## src/rtl/sdram_scan_tester.sv

```systemverilog
`default_nettype none
// ============================================================================
// Module  : sdram_scan_tester
// Brief   : Writes a byte pattern over 0..SCAN_LAST, reads it back, and flags
//           any mismatch or controller timeout. Optional SDRAM_TEST_LOOP_EN
//           repeats passes with the pattern inverted on alternate passes.
// Rev     : 1.0 - initial release
// ============================================================================
module sdram_scan_tester #(
    parameter int          ADDR_W      = 27,
    parameter int          DATA_W      = 8,
    parameter int unsigned SCAN_LAST   = 32'h07FF_FFFF,
    parameter int          START_DELAY = 20000,
    parameter int          TIMEOUT     = 1023
) (
    input  logic              clk,
    input  logic              rst_n,
    input  logic              sdram_busy,
    input  logic              sdram_data_ready,
    input  logic [DATA_W-1:0] sdram_dout,
    output logic              sdram_read,
    output logic              sdram_write,
    output logic [ADDR_W-1:0] sdram_address,
    output logic [DATA_W-1:0] sdram_din,
    output logic              data_correct,
    output logic              scan_finished,
    output logic              led_succeed,
    output logic              led_fault
);

    localparam int c_INIT_W = $clog2(START_DELAY + 2);
    localparam int c_WAIT_W = $clog2(TIMEOUT + 2);

    localparam logic [ADDR_W-1:0]   c_SCAN_LAST = ADDR_W'(SCAN_LAST);
    localparam logic [c_INIT_W-1:0] c_INIT_LAST = c_INIT_W'((START_DELAY > 0) ? START_DELAY - 1 : 0);
    localparam logic [c_WAIT_W-1:0] c_TIMEOUT   = c_WAIT_W'(TIMEOUT);

    typedef enum logic [2:0] {
        S_WAIT_INIT = 3'd0,
        S_WR_ISSUE  = 3'd1,
        S_WR_WAIT   = 3'd2,
        S_RD_ISSUE  = 3'd3,
        S_RD_WAIT   = 3'd4,
        S_DONE      = 3'd5,
        S_FAULT     = 3'd6
    } state_t;

    state_t              r_state;
    logic [ADDR_W-1:0]   r_addr;
    logic [c_INIT_W-1:0] r_init_cnt;
    logic [c_WAIT_W-1:0] r_wait_cnt;
    logic                r_read;
    logic                r_write;
    logic [ADDR_W-1:0]   r_address;
    logic [DATA_W-1:0]   r_din;
    logic                r_data_correct;
    logic                r_scan_finished;
    logic                r_timeout;
    logic                r_led_succeed;
    logic                r_led_fault;

    logic [7:0]          w_pass_inv;
    logic [15:0]         w_addr16;
    logic [DATA_W-1:0]   w_pat;
    logic [c_WAIT_W-1:0] w_wait_next;
    logic                w_at_last;
    logic                w_wait_expired;

`ifdef SDRAM_TEST_LOOP_EN
    logic [7:0]          r_pass_inv;
    assign w_pass_inv = r_pass_inv;
`else
    assign w_pass_inv = 8'h00;
`endif

    // Pattern folds the two low address bytes so neighbouring rows differ.
    assign w_addr16       = 16'(r_addr);
    assign w_pat          = DATA_W'(w_addr16[7:0] ^ w_addr16[15:8] ^ w_pass_inv);
    assign w_wait_next    = r_wait_cnt + 1'b1;
    assign w_at_last      = (r_addr == c_SCAN_LAST);
    assign w_wait_expired = (w_wait_next == c_TIMEOUT);

    always_ff @(posedge clk or negedge rst_n) begin
        if (!rst_n) begin
            r_state         <= S_WAIT_INIT;
            r_addr          <= '0;
            r_init_cnt      <= '0;
            r_wait_cnt      <= '0;
            r_read          <= 1'b0;
            r_write         <= 1'b0;
            r_address       <= '0;
            r_din           <= '0;
            r_data_correct  <= 1'b1;
            r_scan_finished <= 1'b0;
            r_timeout       <= 1'b0;
            r_led_succeed   <= 1'b0;
            r_led_fault     <= 1'b0;
`ifdef SDRAM_TEST_LOOP_EN
            r_pass_inv      <= 8'h00;
`endif
        end else begin
            r_read        <= 1'b0;
            r_write       <= 1'b0;
            r_led_succeed <= r_scan_finished & r_data_correct & ~r_timeout;
            r_led_fault   <= ~r_data_correct | r_timeout;

            case (r_state)
                S_WAIT_INIT: begin
                    if (r_init_cnt == c_INIT_LAST) begin
                        r_state    <= S_WR_ISSUE;
                        r_addr     <= '0;
                        r_wait_cnt <= '0;
                    end else begin
                        r_init_cnt <= r_init_cnt + 1'b1;
                    end
                end

                S_WR_ISSUE: begin
                    if (!sdram_busy) begin
                        r_write    <= 1'b1;
                        r_address  <= r_addr;
                        r_din      <= w_pat;
                        r_state    <= S_WR_WAIT;
                        r_wait_cnt <= '0;
                    end
                end

                // Busy is only meaningful from the second cycle after the pulse.
                S_WR_WAIT: begin
                    if ((r_wait_cnt != '0) && !sdram_busy) begin
                        r_wait_cnt <= '0;
                        if (w_at_last) begin
                            r_addr  <= '0;
                            r_state <= S_RD_ISSUE;
                        end else begin
                            r_addr  <= r_addr + 1'b1;
                            r_state <= S_WR_ISSUE;
                        end
                    end else if (w_wait_expired) begin
                        r_wait_cnt      <= '0;
                        r_timeout       <= 1'b1;
                        r_scan_finished <= 1'b0;
                        r_state         <= S_FAULT;
                    end else begin
                        r_wait_cnt <= w_wait_next;
                    end
                end

                S_RD_ISSUE: begin
                    if (!sdram_busy) begin
                        r_read     <= 1'b1;
                        r_address  <= r_addr;
                        r_state    <= S_RD_WAIT;
                        r_wait_cnt <= '0;
                    end
                end

                S_RD_WAIT: begin
                    if (sdram_data_ready) begin
                        r_wait_cnt <= '0;
                        if (sdram_dout != w_pat) begin
                            r_data_correct <= 1'b0;
                        end
                        if (w_at_last) begin
                            r_scan_finished <= 1'b1;
                            r_state         <= S_DONE;
                        end else begin
                            r_addr  <= r_addr + 1'b1;
                            r_state <= S_RD_ISSUE;
                        end
                    end else if (w_wait_expired) begin
                        r_wait_cnt      <= '0;
                        r_timeout       <= 1'b1;
                        r_scan_finished <= 1'b0;
                        r_state         <= S_FAULT;
                    end else begin
                        r_wait_cnt <= w_wait_next;
                    end
                end

                S_DONE: begin
`ifdef SDRAM_TEST_LOOP_EN
                    r_addr     <= '0;
                    r_wait_cnt <= '0;
                    r_pass_inv <= ~r_pass_inv;
                    r_state    <= S_WR_ISSUE;
`else
                    r_state    <= S_DONE;
`endif
                end

                S_FAULT: begin
                    r_state <= S_FAULT;
                end

                default: begin
                    r_state <= S_WAIT_INIT;
                end
            endcase
        end
    end

    assign sdram_read    = r_read;
    assign sdram_write   = r_write;
    assign sdram_address = r_address;
    assign sdram_din     = r_din;
    assign data_correct  = r_data_correct;
    assign scan_finished = r_scan_finished;
    assign led_succeed   = r_led_succeed;
    assign led_fault     = r_led_fault;

endmodule
`default_nettype wire

```

## config.mk

```make
export PLATFORM = sky130hd
export DESIGN_NAME = sdram_scan_tester
export DESIGN_NICKNAME = d
export VERILOG_FILES = /design/src/rtl/sdram_scan_tester.sv
export SDC_FILE = /design/constraint.sdc
export NUM_CORES = 1
export LEC_CHECK = 0
export CORE_MARGIN = 2
export CORE_UTILIZATION = 35
export DETAILED_ROUTE_END_ITERATION = 10
export SYNTH_ARGS = -nofsm -noshare
export SYNTH_HDL_FRONTEND = slang
export SYNTH_SLANG_ARGS = --single-unit
```

## constraint.sdc

```tcl
create_clock -name clk -period 4.2 [get_ports clk]
set_input_delay 0.84 -clock clk [delete_from_list [all_inputs] [get_ports clk]]
set_output_delay 0.84 -clock clk [all_outputs]
set_load 0.02 [all_outputs]
```

**Yosys cells after proc, flatten, opt, wreduce, memory -nomap -nowiden**

Cells that the tools add are included.

- Register bits after elaboration: 98
- Bits in latches: 0
- Bits in writable memories: 0
- Memory bits (read-only): 0
- Bits of input ports: 12
- Output and inout port bits: 41
- Word-level logic and storage cells: 94
- Memories kept: 0

- $add $sub $neg: 3
- Multiply operators: 0
- Divide/modulo/power cells: 0
- Magnitude comparators: 0
- Equality and inequality tests: 20
- Shift operators: 0
- Mux-type cells: 33
- Bitwise logic cells: 8
- Reduce and logical (&&, ||, !) cells: 17

Operators with widths:

| kind | count |
|---|---|
| $mux W27 | 5 |
| $pmux W27 S3 | 1 |
| $mux W11 | 5 |
| $pmux W11 S4 | 1 |
| $add A27 B1 Y27 const B | 1 |
| $eq A27 B27 Y1 const B | 1 |
| $mux W3 | 7 |
| $pmux W3 S7 | 1 |
| $ne A2 B2 Y1 const B | 9 |
| $add A15 B1 Y15 const B | 1 |
| $eq A15 B15 Y1 const B | 1 |
| $reduce_and A3 Y1 | 5 |
| $add A11 B1 Y11 const B | 1 |
| $eq A11 B10 Y1 const B | 1 |
| $reduce_bool A11 Y1 | 1 |
| $mux W1 | 10 |
| $eq A3 B3 Y1 const B | 3 |
| $ne A8 B8 Y1 | 1 |
| $xor A8 B8 Y8 | 1 |
| $eq A3 B2 Y1 const B | 2 |
| $reduce_and A2 Y1 | 3 |
| $reduce_and A5 Y1 | 1 |
| $not A1 Y1 | 4 |
| $pmux W1 S2 | 2 |
| other kinds (12) | 13 |

**Depth between registers and ports, before layout**

- Depth after elaboration: 5
- Depth in mapped cells: 11
- Mapped depth without buffers: 8

**Least setup slack after synthesis**

OpenSTA, ideal clock, no wires.

- Path kind: input to register
- Start: input port sdram_busy
- End: register r_address[10], in the netlist sdram_address[10]
- Library setup time: 125 ps
- Arrival: 2447 ps
- Slack: 1628 ps
- Stages on the path: 4
- Buffers on the path: 2
- Cells stage by stage: buf_1 nor3_1 clkbuf_1 mux2_2

- Longest elaborated chain between the ends: 2

RTL lines:

| element | line | source |
|---|---|---|
| from (decl) | 18 | `input logic sdram_busy,` |
| $not A1 Y1 (no source line) | n/a |  |
| $reduce_and A2 Y1 (no source line) | n/a |  |
| to (signal assigned) | 121 | `r_address <= r_addr;` |
| to (signal assigned) | 152 | `r_address <= r_addr;` |
| to (decl) | 54 | `logic [ADDR_W-1:0] r_address;` |

No other way between the ends.
A chain may end at the register's enable or synchronous reset.

**Worst setup path in the final report**

- Start: register r_addr[4]
- End: register r_addr[2]

- Longest elaborated chain between the ends: 4
- Elaborated cells between the ends (all ways): 6

RTL lines:

| element | line | source |
|---|---|---|
| from (decl) | 49 | `logic [ADDR_W-1:0] r_addr;` |
| from (signal assigned) | 136 | `r_addr <= r_addr + 1'b1;` |
| from (signal assigned) | 168 | `r_addr <= r_addr + 1'b1;` |
| $eq A27 B27 Y1 * | 80 | `assign w_at_last = (r_addr == c_SCAN_LAST);` |
| $mux W27 | 132 | `if (w_at_last) begin` |
| $mux W27 | 130 | `if ((r_wait_cnt != '0) && !sdram_busy) begin` |
| $pmux W27 S3 | 107 | `case (r_state)` |

Every way passes the cells marked *; elsewhere a longest branch is shown, timed or not. The select of a mux whose other input is x is not followed.

==> results.yml <==
logic_synthesis:
  synth_most_common_cell: "dfrtp_1"
  synth_compound_area_share_pct: 15.2
  synth_seq_cells: 98
  synthMuxAreaShare_pct: 7.75
  synth.largest_area_cell: "dfrtp_1"
  netlist_instances: 485
  syn_area_per_cell_um2: 10.5
  synth_enable_flop_cells: 0
  yosys.area_share.simple_pct: 18.8
  synth_fp_nets: 502
  synth-xor-area-share_pct: 5.34
  synth_common_cells: "dfrtp_1 (97), o21ai_0 (36), mux2_2 (35)"
  ys.flop_type: "dfrtp_1"
  synth_top_area_share_pct: 47.7
  synth_top_family_by_area: "simple AND/OR/NAND/NOR gates"
  netlist_area_um2: 5080
  synth.distinct_cells: 60
  yosys-top-cells-area: "dfrtp_1 (48%), mux2_2 (7.8%), o31ai_2 (3.9%)"
  postSynth.asyncResetShare_pct: 100
  synth_adder_area_share_pct: 1.23
  seq_area_frac_synth_pct: 48.3
  synth_warnings: 0
grt:
  grt_overflow: 0
  antenna_found_initial: 0
  track_usage_pct: 14.5
  grt_max_degree: 76
  grt_pass1_wl_um: 18400
  grt_pass1_vias: 3638
finish:
  nets: 542
  areaGrowthSynthToFinish_pct: 18.3
  insertedDiodeCount: 0
  drive_gt1_share_pct: 15.7
  fillers: 1343
  layoutNonFillerInstCount: 714
die:
  rows: 44
  io-pin-count: 53
  dieArea_um2: 15500
  core-area_um2: 14400
  dieWidth_um: 125
  start_util_pct: 35.4
  die_h_um: 125
clocking:
  cts_setup_buffers: 0
  cts-root-buf: "clkbuf_16"
  clk-insertion-delay-late_ps: 340
  numCtsBuffers: 9
  post_cts_resized: 0
  hold_buffers: 0
  clk_pin_slew_ps: 60
  cts_tree: "built"
  htree_levels: 3
  cts_buffer_depth: 2
  clock_sinks: 98
sta:
  post-route-period-util_pct: 76.0
  setup_tns_ps: 0
  timing.fmax_ghz: 0.313
  fin_crit_ps: 3190
  worstMarginPinSlew_ps: 1140
  finalSetupViolations: 0
  rsz0062_at_grt: "no"
  finalHoldViolCount: 0
  fin_hold_ws_ps: 464
  finClkSkew_ps: 5.05
  layout_setup_ws_ps: 1010
  maxSlewViolCount: 0
  relSlewSlack_pct: 23.9
detailed_routing:
  remaining_drc_errors: 0
  drt-total-wl_um: 10900
  route.detailed.wl_per_inst_um: 15.2
  first_pass_iters: 5
  drtIter0Drc: 295
  vias: 3787
  vias_per_cell: 5.30
  ant_nets: 0
power:
  pwr_density_cell_nw_per_um2: 461
  p_leak_nw: 2.56
  irDropWorstVdd_v: 0.000302
critical_path:
  crit_arrival_ps: 3370
  worstSetupPathType: "flip-flop to flip-flop"
  endpoint_kind: "flip-flop"
  timing.critical_path.fanout_max: 28
  cp_data_required_time_ps: 4370
  reg2reg_depth: 6
  worstSetupStartpointType: "flip-flop"
placed_design:
  gp_congestion: 0.782
  io_buffer_count: 52
  dp.final_hpwl_um: 7430
  place_ws_ps: 784
  place_inst: 698
hold_path:
  hp-class: "flip-flop to flip-flop"
  hold_depth: 1
flow_run:
  cap_violations: 0
status:
  status: "completed"
==> worst paths after layout <==
path	startpoint	end	slack [ps]
max	r_addr[4]$_DFFE_PN0P_	r_addr[2]$_DFFE_PN0P_	1010
min	r_timeout$_DFFE_PN0P_	r_timeout$_DFFE_PN0P_	460
max reg2reg	r_addr[4]$_DFFE_PN0P_	r_addr[2]$_DFFE_PN0P_	1010
min reg2reg	r_timeout$_DFFE_PN0P_	r_timeout$_DFFE_PN0P_	460
max in group asynchronous	rst_n	sdram_address[24]$_DFFE_PN0P_	2680
min in group asynchronous	rst_n	sdram_address[17]$_DFFE_PN0P_	660
==> cell type report <==
class	instances	area, µm²	share of cell area, %
clock buffers	14	264	4.39
clock inverters	2	12.5	0.208
inverters	9	33.8	0.561
multi-input cells	350	2470	41.0
flip-flops and latches	98	2450	40.8
well taps	184	230	3.83
repair buffers	57	556	9.23
==> cell usage in the layout, fill, tap and decap left out, types with 4 or more instances in the layout <==
master and instances:
dfrtp_1 97, clkdlybuf4s50_1 51, o21ai_0 36, mux2_2 35, nand2_1 34, nor2_1 30, nand3_1 23, xnor2_1 18
o31ai_2 17, nand4_1 14, xor2_1 13, nand2b_1 12, and3_1 11, nor2b_1 11, a21oi_1 10, nor3_1 9
clkbuf_16 9, inv_1 8, buf_4 6, and2_1 5, o211ai_1 5, ha_1 5, o31ai_1 4, and4_1 4
==> worst max-delay path, stage by stage, from the launching register on <==
cell     delay (ps)
dfrtp_1         520
nand4_1         290
nor4_1          560
a221o_1         220
buf_4           290
or2_1           920
o21ai_0         230
==> state kept, by name (all words and copies together) (netlist names) <==
signal and cells:
data_correct 1, led_fault 1, led_succeed 1, r_addr 27, r_init_cnt 15, r_state 3
r_timeout 1, r_wait_cnt 11, scan_finished 1, sdram_address 27, sdram_din 8, sdram_read 1
sdram_write 1
==> where the power goes <==
group          leakage (nW)  total, mW  switching [mW]  internal, mW
logic                  1.09      0.821           0.476         0.344
clock network         0.133      0.769           0.336         0.434
registers              1.34       1.18           0.144          1.04
==> cell families after synthesis <==
kind of cell,after synthesis
XOR/XNOR,31
AO/OA/AOI/OAI,104
flip-flops,98
AND/OR/NAND/NOR,175
adder cells (fa/ha/maj),5
buffers and inverters,37
multiplexers,35
==> routing by layer <==
layer,wire (µm),global-route usage [%]
met5,0,0
met4,75,6.54
met3,372,2.32
met2,5070,22.2
met1,5370,20.3
==> stage by stage <==
stage | power, mW | cell area, µm² | utilization (%)
after floorplan | 1.78 | 5080 | -
after global placement | 2.00 | 5740 | 40.0
after detailed placement | 2.02 | 5740 | 40.0
after CTS | 2.80 | 6020 | 41.9
after global routing | 2.95 | 6020 | 41.9
final | 2.77 | 6020 | 41.9
(Power assumes the default switching activity.)
